[src/rtl/serial_add_sched.sv]
// Two-requester round-robin scheduler driving a shared bit-serial adder; returns {carry,sum} with the requester id.
// Latency: rsp_valid rises W+1 clocks after the accepting edge; minimum issue interval is W+3 clocks.
// Backpressure: the result is held in DONE until rsp_ready; no request is accepted outside IDLE.
module serial_add_sched #(
    parameter int W = 4
) (
    input  logic         clk,
    input  logic         rst,
    input  logic [1:0]   req_valid,
    input  logic [W-1:0] req_a0,
    input  logic [W-1:0] req_b0,
    input  logic [W-1:0] req_a1,
    input  logic [W-1:0] req_b1,
    output logic [1:0]   req_ready,
    output logic         sa_a,
    output logic         sa_b,
    output logic         sa_en,
    output logic         sa_clr,
    input  logic         sa_sum,
    input  logic         sa_cy,
    output logic         rsp_valid,
    output logic         rsp_id,
    output logic [W-1:0] rsp_sum,
    output logic         rsp_cy,
    input  logic         rsp_ready
);
    localparam int CW = $clog2(W + 1);

    typedef enum logic [1:0] {S_IDLE, S_CLR, S_SHIFT, S_DONE} state_t;

    state_t         state_q, state_d;
    logic           rr_q;
    logic           id_q;
    logic [CW-1:0]  cnt_q;
    logic [W-1:0]   op_a_q, op_b_q, sum_q, sum_nx;
    logic           grant;
    logic           accept;
    logic           shift_last;

    // Round-robin only matters on contention; otherwise the sole requester wins.
    always_comb begin
        grant = 1'b0;
        if (req_valid == 2'b11) grant = rr_q;
        else                    grant = ~req_valid[0];
    end

    always_comb begin
        req_ready = 2'b00;
        if (state_q == S_IDLE && !rst && (req_valid != 2'b00)) req_ready[grant] = 1'b1;
    end

    assign accept     = (req_ready != 2'b00);
    assign shift_last = (cnt_q == CW'(W - 1));

    // Serial sum bit enters at the MSB so bit 0 ends up holding the first bit produced.
    always_comb begin
        sum_nx        = sum_q >> 1;
        sum_nx[W-1]   = sa_sum;
    end

    always_comb begin
        state_d   = state_q;
        sa_a      = 1'b0;
        sa_b      = 1'b0;
        sa_en     = 1'b0;
        sa_clr    = 1'b0;
        rsp_valid = 1'b0;
        case (state_q)
            S_IDLE:  if (accept) state_d = S_CLR;
            S_CLR: begin
                sa_clr  = 1'b1;
                state_d = S_SHIFT;
            end
            S_SHIFT: begin
                sa_en = 1'b1;
                sa_a  = op_a_q[0];
                sa_b  = op_b_q[0];
                if (shift_last) state_d = S_DONE;
            end
            S_DONE: begin
                rsp_valid = 1'b1;
                if (rsp_ready) state_d = S_IDLE;
            end
            default: state_d = S_IDLE;
        endcase
    end

    assign rsp_id  = id_q;
    assign rsp_sum = (state_q == S_DONE) ? sum_q : '0;
    assign rsp_cy  = (state_q == S_DONE) & sa_cy;

    always_ff @(posedge clk or posedge rst) begin
        if (rst) begin
            state_q <= S_IDLE;
            rr_q    <= 1'b0;
            id_q    <= 1'b0;
            cnt_q   <= '0;
            op_a_q  <= '0;
            op_b_q  <= '0;
            sum_q   <= '0;
        end else begin
            state_q <= state_d;
            case (state_q)
                S_IDLE: begin
                    if (accept) begin
                        op_a_q <= grant ? req_a1 : req_a0;
                        op_b_q <= grant ? req_b1 : req_b0;
                        id_q   <= grant;
                        rr_q   <= ~grant;
                        sum_q  <= '0;
                    end
                end
                S_CLR: cnt_q <= '0;
                S_SHIFT: begin
                    sum_q  <= sum_nx;
                    op_a_q <= op_a_q >> 1;
                    op_b_q <= op_b_q >> 1;
                    cnt_q  <= cnt_q + CW'(1);
                end
                default: ;
            endcase
        end
    end
endmodule

[config.mk]
export PLATFORM = sky130hd
export DESIGN_NAME = serial_add_sched
export DESIGN_NICKNAME = d
export VERILOG_FILES = /design/src/rtl/serial_add_sched.sv
export SDC_FILE = /design/constraint.sdc
export NUM_CORES = 1
export LEC_CHECK = 0
export ABC_AREA = 1
export BUFFER_PORTS_ARGS = -buffer_cell sky130_fd_sc_hd__buf_2
export CORE_MARGIN = 5
export CORE_UTILIZATION = 34
export DETAILED_ROUTE_END_ITERATION = 16
export GPL_TIMING_DRIVEN = 0
export MAX_ROUTING_LAYER = met4
export PLACE_DENSITY_LB_ADDON = 0.1
export SYNTH_ARGS = -nofsm -noshare
export SYNTH_HDL_FRONTEND = slang
export SYNTH_SLANG_ARGS = --single-unit
[constraint.sdc]
create_clock -name clk -period 2 [get_ports clk]
set_clock_uncertainty 0.1 [all_clocks]
set_input_delay 0.1 -clock clk [delete_from_list [all_inputs] [get_ports clk]]
set_output_delay 0.1 -clock clk [all_outputs]
set_load 0.02 [all_outputs]
# [Word level (Yosys, flattened, before mapping)]
# Cells that the tools add are included.
[classes] add_sub_neg=1 n_lt_le_gt_ge=2 n_eq_ne=8 mux=23 bitwise=3 n_reduce_logical=12
[op_table] cell="$mux 4" count=6
[op_table] cell="$pmux 4 s2" count=3
[op_table] cell="$mux 2" count=4
[op_table] cell="$pmux 2 s4" count=1
[op_table] cell="$reduce_bool 2->1" count=4
[op_table] cell="$mux 1" count=7
[op_table] cell="$eq 2x2->1 const B" count=3
[op_table] cell="$ne 2x2->1 const B" count=3
[op_table] cell="$pmux 3 s2" count=1
[op_table] cell="$reduce_and 2->1" count=2
[op_table] cell="$add 3x1->3 const B" count=1
[op_table] cell="$eq 3x2->1 const B" count=1
[op_table] cell="$logic_and 1x1->1" count=3
[op_table] cell="$reduce_and 3->1" count=1
[op_table] cell="$eq 2x1->1 const B" count=1
[op_table] cell="$logic_not 2->1" count=1
[op_table] cell="$lt 1x2->1 const B" count=1
[op_table] cell="$not 1->1" count=2
[op_table] cell="$and 1x1->1" count=1
[op_table] cell="$demux 1 s1" count=1
[op_table] cell="$ge 1x1->1 const B" count=1
[op_table] cell="$logic_not 1->1" count=1
[word_totals] regBits=19 in_bits=23 out_inout_bits=13

# [Longest topological paths before layout]
# Gate-level depths: netlist of the first run.
[depth] word_depth=10 depth_mapped=8 depth_no_buf=8

# [Least setup slack after synthesis of the first run]
# OpenSTA, ideal clock, no wires.
[synth_timing] path_kind="reg2reg" startpoint="register state_q[0]" endpoint="register op_b_q[0]" arrival_ps=1467 slack_ps=316 stages_incl_launch_ff=8 synth_period_minus_slack_ps=1684 cell_sequence="dfrtp_1 > inv_1 > ha_1 > inv_1 > buf_2 > or2_2 > nand3_1 > nand2_1"
[synth_via] elab_chain_len=7 word_cells_on_any_way=10 cone_classes="2 x eq/ne; 2 x mux; 6 x reduce/logical"
[synth_rtl] item="start: declaration" line_no="31" source="state_t state_q, state_d;"
[synth_rtl] item="start signal: assignment" line_no="102" source="state_q <= state_d;"
[synth_rtl] item="$logic_not 2->1" line_no="49, 103"
[synth_rtl] item="$logic_and 1x1->1 (2 in series)" line_no="49" source="if (state_q == S_IDLE && !rst && (req_valid != 2'b00)) req_ready[grant] = 1'b1;"
[synth_rtl] item="$mux 2" line_no="49"
[synth_rtl] item="$reduce_bool 2->1" line_no="52" source="assign accept = (req_ready != 2'b00);"
[synth_rtl] item="$ne 2x2->1 (no source line)"
[synth_rtl] item="$reduce_and 2->1 (no source line)"
[synth_rtl] item="end signal: assignment" line_no="107" source="op_b_q <= grant ? req_b1 : req_b0;"
[synth_rtl] item="end signal: assignment" line_no="117" source="op_b_q <= op_b_q >> 1;"
[synth_rtl] item="end: declaration" line_no="35" source="logic [W-1:0] op_a_q, op_b_q, sum_q, sum_nx;"
# Several ways; a longest one is shown, not always the timed one.
# A chain may end at the register's enable or synchronous reset.

# [Worst setup path after layout of the first run]
[layout_timing] startpoint="register state_q[1]" endpoint="output req_ready[0]"
[layout_via] elab_chain_len=4
[layout_rtl] item="$logic_not 2->1" line_no="49"
[layout_rtl] item="$logic_and 1x1->1 (2 in series)" line_no="49"
[layout_rtl] item="$mux 2" line_no="49"
[layout_rtl] item="end: declaration" line_no="14" source="output logic [1:0] req_ready,"
# No other way between the ends.

==> results of run 1 <==
## how the worst max path moves through the flow
stage,to,slack (ns),start,depth (start not counted)
final,req_ready[0],0.12,state_q[1]$_DFFE_PP0P_,8
after global routing,req_ready[0],0.008,state_q[1]$_DFFE_PP0P_,8
after CTS,req_ready[1],0.009,state_q[1]$_DFFE_PP0P_,8
after detailed placement,req_ready[1],0.29,state_q[0]$_DFFE_PP0P_,8
after global placement,req_ready[1],0.32,state_q[0]$_DFFE_PP0P_,8
after floorplan,op_b_q[0]$_DFFE_PP0P_,0.32,state_q[0]$_DFFE_PP0P_,7
## layout make-up
class	count	area (sq um)
fillers	377	1850
multi-input cells	111	599
flip-flops and latches	19	475
repair buffers	41	235
plain buffers	6	61.3
inverters	16	60.1
well taps	46	57.6
clock buffers	3	22.5
clock inverters	1	5.00
## sequential cells by signal (all words and copies together), names as in the netlist
| register | cells |
|---|---|
| op_b_q | 4 |
| rsp_id | 1 |
| state_q | 2 |
| cnt_q | 3 |
| op_a_q | 4 |
| rr_q | 1 |
| sum_q | 4 |
## power by group through the flow
| stage | registers [uW] | clock network, uW | logic (uW) |
|---|---|---|---|
| after floorplan | 649 | 0 | 823 |
| after global placement | 656 | 0 | 1070 |
| after detailed placement | 665 | 0 | 1080 |
| after CTS | 652 | 213 | 1120 |
| after global routing | 676 | 231 | 1270 |
| final | 655 | 206 | 1120 |
## repair_timing
item                                    4_1_cts  5_1_grt
hold endpoints to repair                     21        0
pin swaps                                     0        1
hold buffers                                  4        0
resized for setup                             1        4
endpoints found under the setup margin        2        2
setup buffers                                 1        2
## metal layers
metal	up-vias	part of all wire [%]
li1	582	-
met1	511	47
met2	33	47
met3	2	5.6
met4	0	0.45
met5	-	0
## worst register-to-register path, delay by kind of cell (launching register included)
family,cells,cell delay (ns)
flops,1,0.42
buf+inv,2,0.69
simple gates,6,0.45
## through the flow
step           instances  worst slack, ns
6_report             243            0.118
5_1_grt              243          0.00825
4_1_cts              241          0.00856
3_5_place_dp         232            0.288
3_3_place_gp         232            0.322
2_1_floorplan        152            0.316
## cell usage in the layout (no fill, tap or decap), types with 2 or more instances in the layout
cell | netlist | routed
nor2_2 | 0 | 2
buf_2 | 1 | 34
nand2_1 | 44 | 44
o21ai_0 | 3 | 3
nand4_1 | 2 | 2
nand3_1 | 38 | 38
or2_2 | 8 | 8
clkbuf_4 | 1 | 4
inv_2 | 0 | 2
dfrtp_1 | 19 | 19
dlygate4sd3_1 | 0 | 4
ha_1 | 7 | 7
buf_6 | 3 | 3
buf_4 | 0 | 4
inv_1 | 16 | 14
nor2_1 | 4 | 2
## cells by family (layout without fill, tap and decap cells)
family,after synthesis,after routing,synth area share (%)
compound gates,6,6,4.73
fa+ha+maj,7,7,7.35
buf+inv,22,67,10.2
flops,19,19,39.9
simple gates,98,98,37.8
==> key figures, run 1 <==
Run status
  – Status: finished clean

Timing
  – Period utilisation layout: 94.1%
  – Hold Fails Final Rpt: 0
  – Timing-limited maximum frequency: 0.531 GHz
  – Setup Viol. Count Final: 0
  – Worst hold-check slack: 0.0141 ns
  – TNS Setup: 0 ns
  – Number of pins with negative max-slew slack in the final report: 0
  – Slew of the pin with the lowest slew margin: 0.778 ns
  – Slew HR: 48.1%
  – Unrepaired setup endpoints after global routing: false
  – Post-layout minimum cycle time: 1.88 ns

Die
  – Total I/O pin count: 36
  – Die Y: 69.2 um
  – Horizontal extent of the die: 69.2 um
  – Initial cell density of the core: 35.4%
  – Total number of placement rows: 21
  – Area inside the core boundary: 0.00336 sq mm
  – Die area: 0.00479 sq mm

Synth
  – Async set or reset register ratio after synthesis: 100%
  – Avg Synthesized Cell Area: 7.84 sq um
  – Leading cell type by number of instances after synthesis: nand2_1
  – Portion of the post-synthesis area used by sequential elements: 39.9%
  – Synth area leader: dfrtp_1
  – Ys flop type: dfrtp_1
  – Syn Std Cell Area: 0.00119 sq mm
  – Total of warnings raised by yosys: 0
  – Post-synthesis cell type count: 18
  – Register bit count reported by yosys: 19
  – Leading cell types by count after synthesis: 44 x nand2_1, 38 x nand3_1, 19 x dfrtp_1
  – Fraction of post-synthesis cell area in the top cell type by area: 39.9%
  – Gate count after technology mapping: 152
  – Top cells by area in the synthesized netlist: dfrtp_1 40%, nand3_1 16%, nand2_1 14%
  – Number of enable-type register cells in the synthesized netlist: 0
  – Post-Syn Nets: 182

Min path
  – HP Start: req_b0[3]
  – Terminating pin of the worst hold path: op_b_q[3]$_DFFE_PP0P_
  – Worst hold-check path type: in -> reg
  – Worst Hold Path Cells: 5

Global routing
  – Vias in the first global route: 1090
  – Met2 Usage GRT: 20.0%
  – Largest net degree at the start of global routing: 20
  – Met3 Use GR: 4.20%
  – Met1 Use GR: 16.4%
  – Initial antenna violation count: 0
  – Total Routing Usage GR: 12.9%
  – Most congested layer reported by global routing: met2
  – Total gr overflow: 0
  – Wire length of the first global-routing pass: 4970 um

Place
  – RD Place Congestion: 0.810
  – Port Buffers: 34
  – Cell Area, Placed: 0.00142 sq mm
  – Post-detailed-placement half-perimeter wirelength: 2220 um

Cells and area
  – Antenna fix cells: 0
  – Proportion of layout cells with a drive suffix above 1: 32.0%
  – Nets: 228
  – Synthesis-to-finish area growth: 27.3%
  – Finished Cell Area: 0.00152 sq mm
  – Final core area utilization: 45.1%

CTS
  – TritonCTS Buffers: 3
  – Clock transition at path regs: 0.12 ns
  – Clock sink count: 19
  – Clock network latency to the later pin of the worst-skew pair: 0.31 ns
  – Level count of the clock H-tree: 1
  – Largest buffer count on any clock path: 2
  – Clock tree from TritonCTS: yes
  – Clock root buffer master: clkbuf_4

Setup path
  – Cell family with most CP delay: buffers and inverters
  – Arrival time of data at the critical path endpoint: 1.68 ns
  – Total buffers and inverters traversed by the critical path: 4
  – Delay of the slowest critical-path stage: 0.44 ns
  – Slowest stage cell, crit path: dfrtp_1
  – Worst R2R Path Depth: 8
  – Maximum fanout along the worst path: 10
  – Required time of the critical path: 1.80 ns
  – Crit end category: output port
  – Worst Path Class, Setup: reg -> out
  – Critical R2R Launch: rr_q$_DFFE_PP0P_
  – Endpoint of the most critical register-to-register path: op_a_q[3]$_DFFE_PP0P_
  – Flop2flop setup slack: 0.24 ns
  – Cell breakdown of the critical path: inv_2, ha_1, inv_1, nor2_2, o21ai_4, buf_8, nor2_1, buf_2
  – Kind of start point of the critical path: flop

Route
  – Count of vias placed by the detailed router: 1128
  – Number of iterations in the first detailed-routing pass: 4
  – Vias per cell: 4.64
  – Detailed-route wire length per cell: 12.0 um
  – DRC violations left: 0
  – DRC violation total after the first TritonRoute iteration: 46
  – Total wire length after detailed routing: 2910 um
  – Remaining antenna violation count after routing: 0

Power
  – Internal power component: 1090 uW
  – Switching fraction of total power: 45.2%
  – Power per unit of standard cell area: 1310 mW/mm^2
  – Portion of total power attributed to combinational logic: 56.6%
  – Clock network fraction of design power: 10.4%
  – Total design power: 1990 uW
  – Reg power frac: 33.0%
  – LEAKAGE: 0.000891 uW
  – Worst vdd ir: 0.654 mV
  – Net Switching: 897 uW

Flow run
  – Max-cap violation count: 0
(Power assumes the default switching activity.)
==> run 2: changes to the inputs <==
--- a/config.mk
+++ b/config.mk
@@ -6,7 +6,7 @@
 export NUM_CORES = 1
 export LEC_CHECK = 0
 export ABC_AREA = 1
-export BUFFER_PORTS_ARGS = -buffer_cell sky130_fd_sc_hd__buf_2
+export BUFFER_PORTS_ARGS = -buffer_cell sky130_fd_sc_hd__clkbuf_2
 export CORE_MARGIN = 5
 export CORE_UTILIZATION = 34
 export DETAILED_ROUTE_END_ITERATION = 16
@@ -16,3 +16,4 @@
 export SYNTH_ARGS = -nofsm -noshare
 export SYNTH_HDL_FRONTEND = slang
 export SYNTH_SLANG_ARGS = --single-unit
+export TNS_END_PERCENT = 10
==> run 2 against run 1 <==
Final area is 0.49% lower. Sequential share of layout area is 0.16 points higher. First-iteration DRC count is 22% higher. Wire length is 2.4% lower. Core utilization is 0.22 points lower. Hold slack worse by 0.0058 ns. Critical path depth stayed put. Register-to-register slack worse by 0.02 ns. Sequential power is 0.9% higher. Global-route usage is 0.83 points lower. Non-clock buffer count is 1 lower. Critical endpoint unchanged. Highest routed layer unchanged.
==> key figures, run 2 (same netlist as run 1, synthesis figures left out) <==
Route
  – DRC violation total after the first TritonRoute iteration: 56 (+22%)
  – Total wire length after detailed routing: 2840 um (-2.4%)
  – Detailed-route wire length per cell: 11.7 um (-2.0%)
  – Remaining antenna violation count after routing: 0 (unchanged)
  – Number of iterations in the first detailed-routing pass: 4 (unchanged)
  – Vias per cell: 4.64 (about the same)
  – DRC violations left: 0 (unchanged)
  – Count of vias placed by the detailed router: 1124 (-0.35%)

Power
  – Reg power frac: 33.4% (+0.4 points)
  – LEAKAGE: 0.000883 uW (-0.86%)
  – Portion of total power attributed to combinational logic: 56.4% (-0.2 points)
  – Power per unit of standard cell area: 1310 mW/mm^2 (about the same)
  – Net Switching: 895 uW (-0.27%)
  – Clock network fraction of design power: 10.2% (-0.2 points)
  – Internal power component: 1080 uW (-0.73%)
  – Worst vdd ir: 0.393 mV (-40%)
  – Switching fraction of total power: 45.3% (+0.12 points)

Setup path
  – Crit end category: output port
  – Cell family with most CP delay: buffers and inverters
  – Delay of the slowest critical-path stage: 0.44 ns (about the same)
  – Cell breakdown of the critical path: inv_2, ha_1, inv_1, nor2_2, o21ai_4, buf_8, nor2_1, clkbuf_2
  – Slowest stage cell, crit path: dfrtp_1
  – Total buffers and inverters traversed by the critical path: 4 (unchanged)
  – Maximum fanout along the worst path: 10 (unchanged)
  – Required time of the critical path: 1.80 ns (about the same)
  – Arrival time of data at the critical path endpoint: 1.67 ns (about the same)
  – Worst Path Class, Setup: reg -> out
  – Kind of start point of the critical path: flop

Place
  – Cell Area, Placed: 0.00142 sq mm (unchanged)
  – RD Place Congestion: 0.807 (-0.38%)
  – Post-detailed-placement half-perimeter wirelength: 2200 um (-0.59%)
  – Port Buffers: 34 (unchanged)

Timing
  – Post-layout minimum cycle time: 1.87 ns (-0.00782 ns)
  – Slew of the pin with the lowest slew margin: 0.741 ns (-0.0370 ns)
  – Slew HR: 50.5% (+2.5 points)
  – TNS Setup: 0 ns (unchanged)
  – Period utilisation layout: 93.7% (-0.39 points)
  – Setup Viol. Count Final: 0 (unchanged)
  – Number of pins with negative max-slew slack in the final report: 0 (unchanged)
  – Hold Fails Final Rpt: 0 (unchanged)
  – Timing-limited maximum frequency: 0.533 GHz (+0.42%)
  – Unrepaired setup endpoints after global routing: false

CTS
  – Clock tree from TritonCTS: yes
  – Clock root buffer master: clkbuf_4
  – TritonCTS Buffers: 3 (unchanged)
  – Clock sink count: 19 (unchanged)
  – Clock transition at path regs: 0.11 ns (about the same)
  – Level count of the clock H-tree: 1 (unchanged)
  – Clock network latency to the later pin of the worst-skew pair: 0.30 ns (about the same)
  – Largest buffer count on any clock path: 2 (unchanged)

Global routing
  – Wire length of the first global-routing pass: 4760 um (-4.2%)
  – Total Routing Usage GR: 12.1% (-0.83 points)
  – Met2 Usage GRT: 19.0% (-1.1 points)
  – Met3 Use GR: 2.61% (-1.6 points)
  – Vias in the first global route: 1064 (-2.4%)
  – Met1 Use GR: 15.4% (-1.0 points)
  – Most congested layer reported by global routing: met2
  – Total gr overflow: 0 (unchanged)
  – Largest net degree at the start of global routing: 20 (unchanged)
  – Initial antenna violation count: 0 (unchanged)

Die
  – Die area: 0.00479 sq mm (unchanged)
  – Initial cell density of the core: 35.4% (unchanged)
  – Total number of placement rows: 21 (unchanged)
  – Total I/O pin count: 36 (unchanged)
  – Area inside the core boundary: 0.00336 sq mm (unchanged)
  – Die Y: 69.2 um (unchanged)
  – Horizontal extent of the die: 69.2 um (unchanged)

Cells and area
  – Highest-count cells in the layout ignoring fill and taps: 44 x nand2_1, 38 x nand3_1, 33 x clkbuf_2
  – Largest registers in the final layout: op_a_q: 4 flops, op_b_q: 4 flops, sum_q: 4 flops
  – Proportion of layout cells with a drive suffix above 1: 31.6% (-0.35 points)
  – Synthesis-to-finish area growth: 26.7%
  – # fillers: 380 (+0.80%)
  – Antenna fix cells: 0 (unchanged)
  – Finished Cell Area: 0.00151 sq mm (-0.49%)
  – Final core area utilization: 44.9% (-0.22 points)
  – Nets: 227 (-0.44%)
  – Most common cell after layout, fill and taps aside: nand2_1

Flow run
  – Max-cap violation count: 0 (unchanged)

Min path
  – Worst hold-check path type: in -> reg

Run status
  – Status: finished clean
## run 2: final timing paths
| check | start | endpoint | slack (ns) | cells past startpoint |
|---|---|---|---|---|
| min in group asynchronous | rst | sum_q[0]$_DFFE_PP0P_ | 0.41 | 3 |
| max reg2reg | rr_q$_DFFE_PP0P_ | op_a_q[3]$_DFFE_PP0P_ | 0.22 | 8 |
| min | req_b1[3] | op_b_q[3]$_DFFE_PP0P_ | 0.008 | 5 |
| max | state_q[0]$_DFFE_PP0P_ | req_ready[0] | 0.13 | 8 |
| min reg2reg | rsp_id$_DFFE_PP0P_ | rsp_id$_DFFE_PP0P_ | 0.41 | 2 |
| max in group asynchronous | rst | cnt_q[1]$_DFFE_PP0P_ | 0.93 | 3 |
## run 2: timing repair
action / CTS / global route
pin swaps: 0 / 0
resized for setup: 1 / 5
hold buffers: 4 / 0
endpoints found under the setup margin: 2 / 2
setup buffers: 0 / 2
cloned: 0 / 0
endpoints found under the hold margin: 21 / 0
## run 2: metal layers
layer | up-vias | share of wire [%]
met4 | 0 | 1.9
met1 | 503 | 48
met2 | 35 | 45
li1 | 580 | -
met3 | 6 | 4.9
met5 | - | 0
## run 2: per-stage QoR
| stage | hold WS (ns) | power, uW | std cells | worst slack, ns |
|---|---|---|---|---|
| after detailed placement | 0.216 | 1750 | 232 | 0.295 |
| after global routing | 0.0301 | 2160 | 242 | 0.000966 |
| after global placement | 0.206 | 1720 | 232 | 0.308 |
| after CTS | 0.0124 | 1970 | 240 | 0.000194 |
| final | 0.00829 | 1980 | 242 | 0.125 |
| after floorplan | -0.0489 | 1470 | 152 | 0.316 |
## run 2: area by class of cell
| cell class | instances | area [sq um] | share of cell area [%] |
|---|---|---|---|
| plain buffers | 6 | 61.3 | 4.06 |
| clock buffers | 3 | 22.5 | 1.49 |
| clock inverters | 1 | 5.00 | 0.332 |
| inverters | 16 | 60.1 | 3.98 |
| multi-input cells | 111 | 599 | 39.7 |
| flip-flops and latches | 19 | 475 | 31.5 |
| well taps | 46 | 57.6 | 3.81 |
| repair buffers | 40 | 228 | 15.1 |
## run 2: power groups by stage
stage	Combinational (uW)	Clock [uW]	Sequential [uW]
after global placement	1070	0	656
after detailed placement	1080	0	666
after CTS	1100	207	658
after floorplan	823	0	649
final	1110	201	661
after global routing	1250	227	681
## run 2: worst min-delay path, cell delays in order
cell      delay (ns)
clkbuf_2        0.08
nand2_1         0.05
nand2_1         0.04
nand3_1         0.06
nand2_1         0.05
==> run 3: changes to the inputs <==
--- a/config.mk
+++ b/config.mk
@@ -10,6 +10,7 @@
 export CORE_MARGIN = 5
 export CORE_UTILIZATION = 34
 export DETAILED_ROUTE_END_ITERATION = 16
+export GPL_ROUTABILITY_DRIVEN = 0
 export GPL_TIMING_DRIVEN = 0
 export MAX_ROUTING_LAYER = met4
 export PLACE_DENSITY_LB_ADDON = 0.1
==> constraint.sdc (replaced) <==
create_clock -name clk -period 1.7 [get_ports clk]
set_clock_uncertainty 0.1 [all_clocks]
set_input_delay 0.085 -clock clk [delete_from_list [all_inputs] [get_ports clk]]
set_output_delay 0.085 -clock clk [all_outputs]
set_load 0.02 [all_outputs]
==> run 3 against run 2 <==
Hold slack gained 0.0047 ns. First-iteration DRC count grew 7.1%. Power grew 30%. Global-route usage grew 1.1 points. Non-clock buffer count grew 8. Critical endpoint is now sa_a. Highest routed layer unchanged. Critical path depth shrank 1. Critical path type unchanged. Core utilization grew 3.4 points.
==> key figures, run 3 (same netlist as run 1, synthesis figures left out) <==
Power
  – Worst vdd ir: 0.509 mV (+29%)
  – LEAKAGE: 0.000919 uW (+4.1%)
  – Power per unit of standard cell area: 1580 mW/mm^2 (+21%)

Cells and area
  – Synthesis-to-finish area growth: 36.3%
  – Final core area utilization: 48.3% (+3.4 points)
  – Antenna fix cells: 0 (unchanged)
  – Most common cell after layout, fill and taps aside: nand2_1
  – Nets: 235 (+3.5%)
  – Largest registers in the final layout: op_a_q: 4 flops, op_b_q: 4 flops, sum_q: 4 flops
  – Highest-count cells in the layout ignoring fill and taps: 44 x nand2_1, 38 x nand3_1, 30 x clkbuf_2
  – # fillers: 366 (-3.7%)
  – Count of non-filler cells in the finished layout: 250 (+3.3%)
  – Proportion of layout cells with a drive suffix above 1: 36.3% (+4.6 points)

CTS
  – TritonCTS Buffers: 3 (unchanged)
  – Clock network latency to the later pin of the worst-skew pair: 0.30 ns (about the same)
  – Clock tree from TritonCTS: yes
  – Clock sink count: 19 (unchanged)
  – Clock root buffer master: clkbuf_4
  – Largest buffer count on any clock path: 2 (unchanged)
  – Level count of the clock H-tree: 1 (unchanged)
  – Clock transition at path regs: 0.11 ns (about the same)

Route
  – DRC violation total after the first TritonRoute iteration: 60 (+7.1%)
  – Vias per cell: 4.75 (+2.3%)
  – DRC violations left: 0 (unchanged)
  – Detailed-route wire length per cell: 12.5 um (+6.7%)
  – Number of iterations in the first detailed-routing pass: 4 (unchanged)
  – Total wire length after detailed routing: 3130 um (+10%)
  – Remaining antenna violation count after routing: 0 (unchanged)
  – Count of vias placed by the detailed router: 1188 (+5.7%)

Min path
  – Worst hold-check path type: in -> reg

Timing
  – Post-layout minimum cycle time: 1.61 ns
  – Number of pins with negative max-slew slack in the final report: 0 (unchanged)
  – Setup Viol. Count Final: 0 (unchanged)
  – Hold Fails Final Rpt: 0 (unchanged)
  – Timing-limited maximum frequency: 0.622 GHz
  – Unrepaired setup endpoints after global routing: true
  – Slew of the pin with the lowest slew margin: 0.749 ns (+0.00787 ns)
  – Slew HR: 50.0% (-0.52 points)
  – Period utilisation layout: 94.6%

Die
  – Die Y: 69.2 um (unchanged)
  – Total I/O pin count: 36 (unchanged)
  – Initial cell density of the core: 35.4% (unchanged)
  – Area inside the core boundary: 0.00336 sq mm (unchanged)
  – Horizontal extent of the die: 69.2 um (unchanged)
  – Total number of placement rows: 21 (unchanged)
  – Die area: 0.00479 sq mm (unchanged)

Setup path
  – Crit end category: output port
  – Maximum fanout along the worst path: 8 (-2)
  – Required time of the critical path: 1.51 ns (-0.29 ns)
  – Kind of start point of the critical path: flop
  – Arrival time of data at the critical path endpoint: 1.42 ns (-0.25 ns)
  – Worst Path Class, Setup: reg -> out

Place
  – Cells after DPL: 232 (unchanged)
  – Post-detailed-placement half-perimeter wirelength: 2200 um (unchanged)
  – Port Buffers: 34 (unchanged)

Run status
  – Status: finished clean

Global routing
  – Total gr overflow: 0 (unchanged)
  – Vias in the first global route: 1132 (+6.4%)
  – Total Routing Usage GR: 13.2% (+1.1 points)
  – Initial antenna violation count: 0 (unchanged)
  – Largest net degree at the start of global routing: 20 (unchanged)
  – Wire length of the first global-routing pass: 5130 um (+7.8%)

Flow run
  – Max-cap violation count: 0 (unchanged)
==> run 3: path summary, 6_finish.rpt <==
check	start	endpoint	slack (ns)	cells past startpoint
max	state_q[0]$_DFFE_PP0P_	sa_a	0.09	7
min	req_a1[1]	op_a_q[1]$_DFFE_PP0P_	0.01	5
max reg2reg	state_q[0]$_DFFE_PP0P_	op_b_q[0]$_DFFE_PP0P_	0.10	8
min reg2reg	cnt_q[0]$_DFFE_PP0P_	cnt_q[0]$_DFFE_PP0P_	0.41	1
max in group asynchronous	rst	op_b_q[2]$_DFFE_PP0P_	0.62	3
min in group asynchronous	rst	sum_q[3]$_DFFE_PP0P_	0.41	3
==> run 3: what timing repair did <==
| item | CTS | global route |
|---|---|---|
| resized for setup | 8 | 20 |
| endpoints found under the setup margin | 3 | 16 |
| hold buffers | 6 | 0 |
| endpoints found under the hold margin | 22 | 0 |
| setup buffers | 7 | 2 |
| pin swaps | 1 | 4 |
==> run 3: per-stage QoR <==
stage	setup TNS (ns)	power, uW	setup slack (ns)	hold slack (ns)	area (sq um)
after floorplan	0	1730	0.0157	-0.0639	1190
after global routing	-0.00498	2780	-0.00466	0.0102	1620
after CTS	0	2420	0.00132	0.00571	1560
after global placement	0	2030	0.0234	0.191	1420
after detailed placement	0	2060	0.00522	0.201	1420
final	0	2570	0.0925	0.0130	1620
==> run 3: metal layers <==
| metal | routed length (um) | vias to the layer above | track usage (%) |
|---|---|---|---|
| met3 | 173 | 8 | 2.75 |
| met2 | 1420 | 44 | 20.4 |
| met4 | 78 | 0 | 4.99 |
| met1 | 1460 | 540 | 16.8 |
| li1 | - | 596 | - |
| met5 | 0 | - | - |
==> run 3: layout make-up <==
class | instances | area, sq um | area share (%)
Sequential cell | 19 | 475 | 29.3
Buffer | 5 | 48.8 | 3.00
Clock buffer | 3 | 22.5 | 1.39
Clock inverter | 1 | 5.00 | 0.308
Inverter | 16 | 60.1 | 3.70
Tap cell | 46 | 57.6 | 3.54
Multi-Input combinational cell | 111 | 632 | 38.9
Timing Repair Buffer | 49 | 323 | 19.9
==> run 3: critical path: stages, from the launching register on <==
cell and delay, ns:
dfrtp_1 0.42, inv_2 0.09, buf_6 0.11, ha_4 0.14
buf_6 0.13, nand2_1 0.06, inv_1 0.06, buf_6 0.11
==> run 3: report_power, final <==
group / total (uW) / switching, uW / internal, uW / leakage [uW]
logic: 1560 / 867 / 694 / 0.000658
registers: 767 / 116 / 650 / 0.000244
clock network: 238 / 150 / 87.8 / 0.0000177
